===== src/rtl/imem_loader.sv =====
// Streams bytes into 32-bit words, writes each to instruction memory, reads it back to verify,
// then enables the CPU. All outputs are decoded from registered state only.
module imem_loader #(
  parameter int unsigned MAX_WORDS = 512,
  parameter logic [63:0] BASE_ADDR = 64'd0
) (
  input  logic        clk,
  input  logic        arst_n,
  input  logic        start,
  input  logic        abort,
  input  logic [15:0] word_count,
  input  logic        s_valid,
  input  logic [7:0]  s_data,
  output logic        s_ready,
  output logic [63:0] addr_ext,
  output logic        wen_ext,
  output logic        ren_ext,
  output logic [31:0] wdata_ext,
  input  logic [31:0] rdata_ext,
  output logic        cpu_enable,
  output logic        busy,
  output logic        done,
  output logic        error,
  output logic [63:0] err_addr
);

  localparam logic [2:0] IDLE    = 3'd0;
  localparam logic [2:0] COLLECT = 3'd1;
  localparam logic [2:0] WRITE   = 3'd2;
  localparam logic [2:0] READ    = 3'd3;
  localparam logic [2:0] CHECK   = 3'd4;
  localparam logic [2:0] RUN     = 3'd5;
  localparam logic [2:0] ERROR   = 3'd6;

  logic [2:0]  state_q, state_d;
  logic [63:0] addr_q, addr_d;
  logic [15:0] left_q, left_d;
  logic [31:0] word_q, word_d;
  logic [1:0]  idx_q, idx_d;
  logic [63:0] err_q, err_d;

  always_comb begin
    state_d = state_q;
    addr_d  = addr_q;
    left_d  = left_q;
    word_d  = word_q;
    idx_d   = idx_q;
    err_d   = err_q;
    // abort outranks start and any byte offered in the same cycle
    if (abort) begin
      state_d = IDLE;
      addr_d  = BASE_ADDR;
      word_d  = 32'd0;
      idx_d   = 2'd0;
      err_d   = 64'd0;
    end else begin
      case (state_q)
        IDLE, RUN, ERROR: begin
          if (start) begin
            err_d  = 64'd0;
            idx_d  = 2'd0;
            addr_d = BASE_ADDR;
            if (word_count == 16'd0) begin
              state_d = RUN;
            end else if (32'(word_count) > MAX_WORDS) begin
              state_d = ERROR;
              err_d   = BASE_ADDR;
            end else begin
              state_d = COLLECT;
              left_d  = word_count;
            end
          end
        end
        COLLECT: begin
          if (s_valid) begin
            word_d[{idx_q, 3'b000} +: 8] = s_data;
            idx_d = idx_q + 2'd1;
            if (idx_q == 2'd3) state_d = WRITE;
          end
        end
        WRITE: state_d = READ;
        READ:  state_d = CHECK;
        CHECK: begin
          if (rdata_ext != word_q) begin
            state_d = ERROR;
            err_d   = addr_q;
          end else if (left_q == 16'd1) begin
            state_d = RUN;
          end else begin
            state_d = COLLECT;
            addr_d  = addr_q + 64'd4;
            left_d  = left_q - 16'd1;
          end
        end
        default: state_d = IDLE;
      endcase
    end
  end

  always_ff @(posedge clk) begin
    if (!arst_n) begin
      state_q <= IDLE;
      addr_q  <= BASE_ADDR;
      left_q  <= 16'd0;
      word_q  <= 32'd0;
      idx_q   <= 2'd0;
      err_q   <= 64'd0;
    end else begin
      state_q <= state_d;
      addr_q  <= addr_d;
      left_q  <= left_d;
      word_q  <= word_d;
      idx_q   <= idx_d;
      err_q   <= err_d;
    end
  end

  assign s_ready    = (state_q == COLLECT);
  assign wen_ext    = (state_q == WRITE);
  assign ren_ext    = (state_q == READ);
  assign addr_ext   = addr_q;
  assign wdata_ext  = word_q;
  assign cpu_enable = (state_q == RUN);
  assign done       = (state_q == RUN);
  assign error      = (state_q == ERROR);
  assign busy       = (state_q == COLLECT) || (state_q == WRITE) ||
                      (state_q == READ) || (state_q == CHECK);
  assign err_addr   = err_q;

endmodule


===== config.mk =====
export PLATFORM = sky130hd
export DESIGN_NAME = imem_loader
export DESIGN_NICKNAME = d
export VERILOG_FILES = /design/src/rtl/imem_loader.sv
export SDC_FILE = /design/constraint.sdc
export NUM_CORES = 1
export LEC_CHECK = 0
export CORE_ASPECT_RATIO = 2
export CORE_MARGIN = 2
export CORE_UTILIZATION = 40
export DETAILED_ROUTE_END_ITERATION = 6
export PLACE_DENSITY_LB_ADDON = 0.05
export SETUP_SLACK_MARGIN = 0.15
export SYNTH_ARGS = -nofsm -noshare
export SYNTH_HDL_FRONTEND = slang
export SYNTH_SLANG_ARGS = --single-unit

===== constraint.sdc =====
create_clock -name clk -period 4.6 [get_ports clk]
set_input_delay 0.69 -clock clk [delete_from_list [all_inputs] [get_ports clk]]
set_output_delay 0.69 -clock clk [all_outputs]
set_load 0.02 [all_outputs]

==> results.json <==
{
  "status": "finished, final reports clean",
  "place_congestion": 0.904,
  "path_class": "in2reg",
  "multi_input_area_mm2": 0.00521,
  "relSlewSlack_pct": 25.4,
  "cpMaxStageDelayCell": "o21a_2",
  "hold_class": "reg2reg",
  "p_leak_nw": 4.01,
  "synth_ff_type": "dfxtp_1",
  "min_period_over_period_pct": 74.2,
  "syn_area_mm2": 0.00925,
  "crit_buf_inv": 2,
  "holdPathStages": 2,
  "core-area_mm2": 0.0227,
  "cts.sinks": 177,
  "rsz0062_at_grt": "false",
  "dieWidth_um": 112,
  "first_global_vias": 8929,
  "fill_cells": 2218,
  "grt.total_usage_pct": 24.3,
  "synthDistinctLibCells": 69,
  "syn_inst": 1159,
  "hpwl_um": 22000,
  "crit_top_cell": "nor4_1",
  "vdd_drop_max_uv": 214,
  "syn_area_per_cell_um2": 7.98,
  "ys_ff_latch": 177,
  "worstPathRequired_ns": 4.96,
  "final.setup.tns_ns": 0,
  "via_per_inst": 5.75,
  "clk_path_buf_depth": 2,
  "first_pass_iters": 7,
  "diodes": 0,
  "vias": 9275,
  "fmax_mhz": 293,
  "fin_crit_ns": 3.41,
  "final_hold_viol_count": 0,
  "min_to": "err_addr[14]",
  "path_max_fanout": 50,
  "dp_slack_ns": 0.648,
  "synth_edf_count": 0,
  "drv_cap": 0,
  "antenna_left": 0,
  "drc": 0,
  "worstSetupStartpointType": "input port",
  "cts_resized": 0,
  "dieHeight_um": 219,
  "cts_root_buf": "clkbuf_16",
  "dp.cells": 1583,
  "syn_to_final_growth_pct": 31.0,
  "ctsHoldBuffers": 0,
  "placementRows": 78,
  "cts_tree": "built",
  "crit_family": "simple AND/OR/NAND/NOR gates",
  "power_mw": 3.52,
  "cp_slowest_stage_delay_ns": 0.65,
  "io_buffers": 223,
  "power_per_cell_area_mw_per_mm2": 290,
  "worstSetupEndpointType": "flip-flop",
  "cts_buffers": 17,
  "timing.final.ws_setup_ns": 1.19,
  "r2r_setup_slack_ns": 1.51,
  "crit_chain": "clkdlybuf4s50_1 > xor2_1 > nor4_1 > nand4_1 > o21a_2 > buf_4 > nor4_1 > mux2i_1",
  "setup_viol_count_final": 0,
  "wl_per_cell_um": 18.9,
  "overflow": 0,
  "initial_core_util_pct": 40.7,
  "final_nets": 1392,
  "drive_gt1_share_pct": 6.52,
  "clk_pin_slew_ns": 0.07,
  "clock_latency_ns": 0.43,
  "regArea_mm2": 0.00354,
  "grt_antenna_before_repair": 0,
  "reg2reg_depth": 7,
  "ios": 228,
  "drt_iter0_drc": 492,
  "grt_start_max_net_pins": 126,
  "skew_ns": 0.00847,
  "grt_pass1_wl_um": 47500,
  "worst_pin_slew_ns": 1.11,
  "worstPathArrival_ns": 3.77,
  "r2r-end": "addr_ext[56]",
  "whs_ns": 0.457,
  "r2r-start": "wdata_ext[15]",
  "synth_warnings": 0,
  "synth-seq-area-share_pct": 38.3,
  "design.die.area_mm2": 0.0244,
  "async_flop_share_pct": 0,
  "cts_setup_buffers": 0,
  "htreeDepth": 4,
  "finalNonFillerCells": 1614,
  "drv_slew": 0,
  "min_from": "err_addr[14]",
  "routed_wl_um": 30600
}
[layout make-up]
| type | count | area share, % |
|---|---|---|
| multi-input cells | 869 | 43.0 |
| flip-flops and latches | 177 | 29.3 |
| repair buffers | 240 | 19.6 |
| clock buffers | 20 | 3.85 |
| well taps | 280 | 2.89 |
| clock inverters | 11 | 0.878 |
| inverters | 17 | 0.527 |
[power breakdown]
part,switching (mW),internal (mW),leakage (nW)
Clock,0.644,0.791,0.280
Sequential,0.0182,1.54,1.43
Combinational,0.362,0.161,2.31
Total,1.02,2.49,4.01
[sequential cells by signal (all words and copies together) (netlist names)]
register	flops
addr_ext	62
err_addr	62
wdata_ext	32
left_q	16
state_q	3
idx_q	2
[placed cells by master, fill, tap and decap left out, types with 10 or more instances in the layout]
| master | synthesis | routed |
|---|---|---|
| nor4_1 | 16 | 16 |
| nor2_1 | 39 | 37 |
| mux2i_1 | 45 | 45 |
| dfxtp_1 | 177 | 177 |
| nor3_2 | 10 | 10 |
| and3_1 | 19 | 19 |
| buf_4 | 13 | 16 |
| or3_1 | 44 | 44 |
| nand2_1 | 128 | 128 |
| nand3_1 | 190 | 190 |
| xor2_1 | 32 | 32 |
| nand4_1 | 37 | 37 |
| and2_1 | 11 | 10 |
| clkbuf_16 | 0 | 17 |
| or4_1 | 13 | 13 |
| nor3_1 | 31 | 31 |
| o31ai_1 | 25 | 25 |
| o21ai_0 | 61 | 61 |
| a21oi_1 | 67 | 66 |
| inv_1 | 17 | 17 |
| clkdlybuf4s50_1 | 0 | 223 |
[per-stage QoR]
step	util (%)	cell area, um^2
6_report	53.3	12100
5_1_grt	53.3	12100
4_1_cts	53.3	12100
3_5_place_dp	50.8	11500
3_3_place_gp	50.8	11500
2_1_floorplan	-	9260
[layer usage]
| layer | global-route usage [%] | vias up | wire (um) |
|---|---|---|---|
| li1 | - | 4538 | - |
| met1 | 24.3 | 4423 | 11300 |
| met2 | 48.3 | 266 | 17000 |
| met3 | 3.84 | 48 | 1210 |
| met4 | 10.7 | 0 | 1010 |
| met5 | 0 | - | 0 |
[synth_stat cells, types with 10 or more instances]
master    instances  area (um^2)
dfxtp_1         177         3540
mux2i_1          45          450
nand2_1         128          480
o31ai_1          25          188
nor2_1           39          146
a21oi_1          67          335
nand4_1          37          231
buf_2            20          100
nor3_1           31          155
nor4_1           16          100
clkbuf_1         59          221
buf_4            13         97.6
or3_1            44          275
nand3_1         190          951
or4_1            13         97.6
inv_1            17         63.8
and3_1           19          119
nor3_2           10          100
and2_1           11         68.8
xor2_1           32          280
o21ai_0          61          305
[worst max path at each step]
stage	start	slack (ns)	cells past startpoint	to
after floorplan	rdata_ext[10]	2.19	8	left_q[5]
after global placement	rdata_ext[15]	0.68	8	addr_ext[56]
after detailed placement	rdata_ext[15]	0.65	8	left_q[7]
after CTS	rdata_ext[15]	1.10	8	addr_ext[56]
after global routing	rdata_ext[15]	0.96	8	addr_ext[56]
final	rdata_ext[15]	1.19	8	addr_ext[56]
[logic make-up after synthesis]
group                      Yosys count  share of synthesized area [%]
buffers and inverters              116                           5.86
adders and majority gates           10                           1.33
DFF                                177                           38.3
xor gates and xnor gates            34                           3.22
and+or+nand+nor                    570                           32.7
AOI/OAI and AO/OA                  205                           13.5
other                                1                         0.0405
muxes                               46                           4.99
[worst reg2reg max path, delay by kind of cell (launching register included)]
family | cells | cell delay, ns
and+or+nand+nor | 3 | 1.23
muxes | 1 | 0.23
DFF | 1 | 0.34
xor gates and xnor gates | 1 | 0.16
AOI/OAI and AO/OA | 1 | 0.65
buffers and inverters | 1 | 0.40
Power figures use the tool's default switching activity.
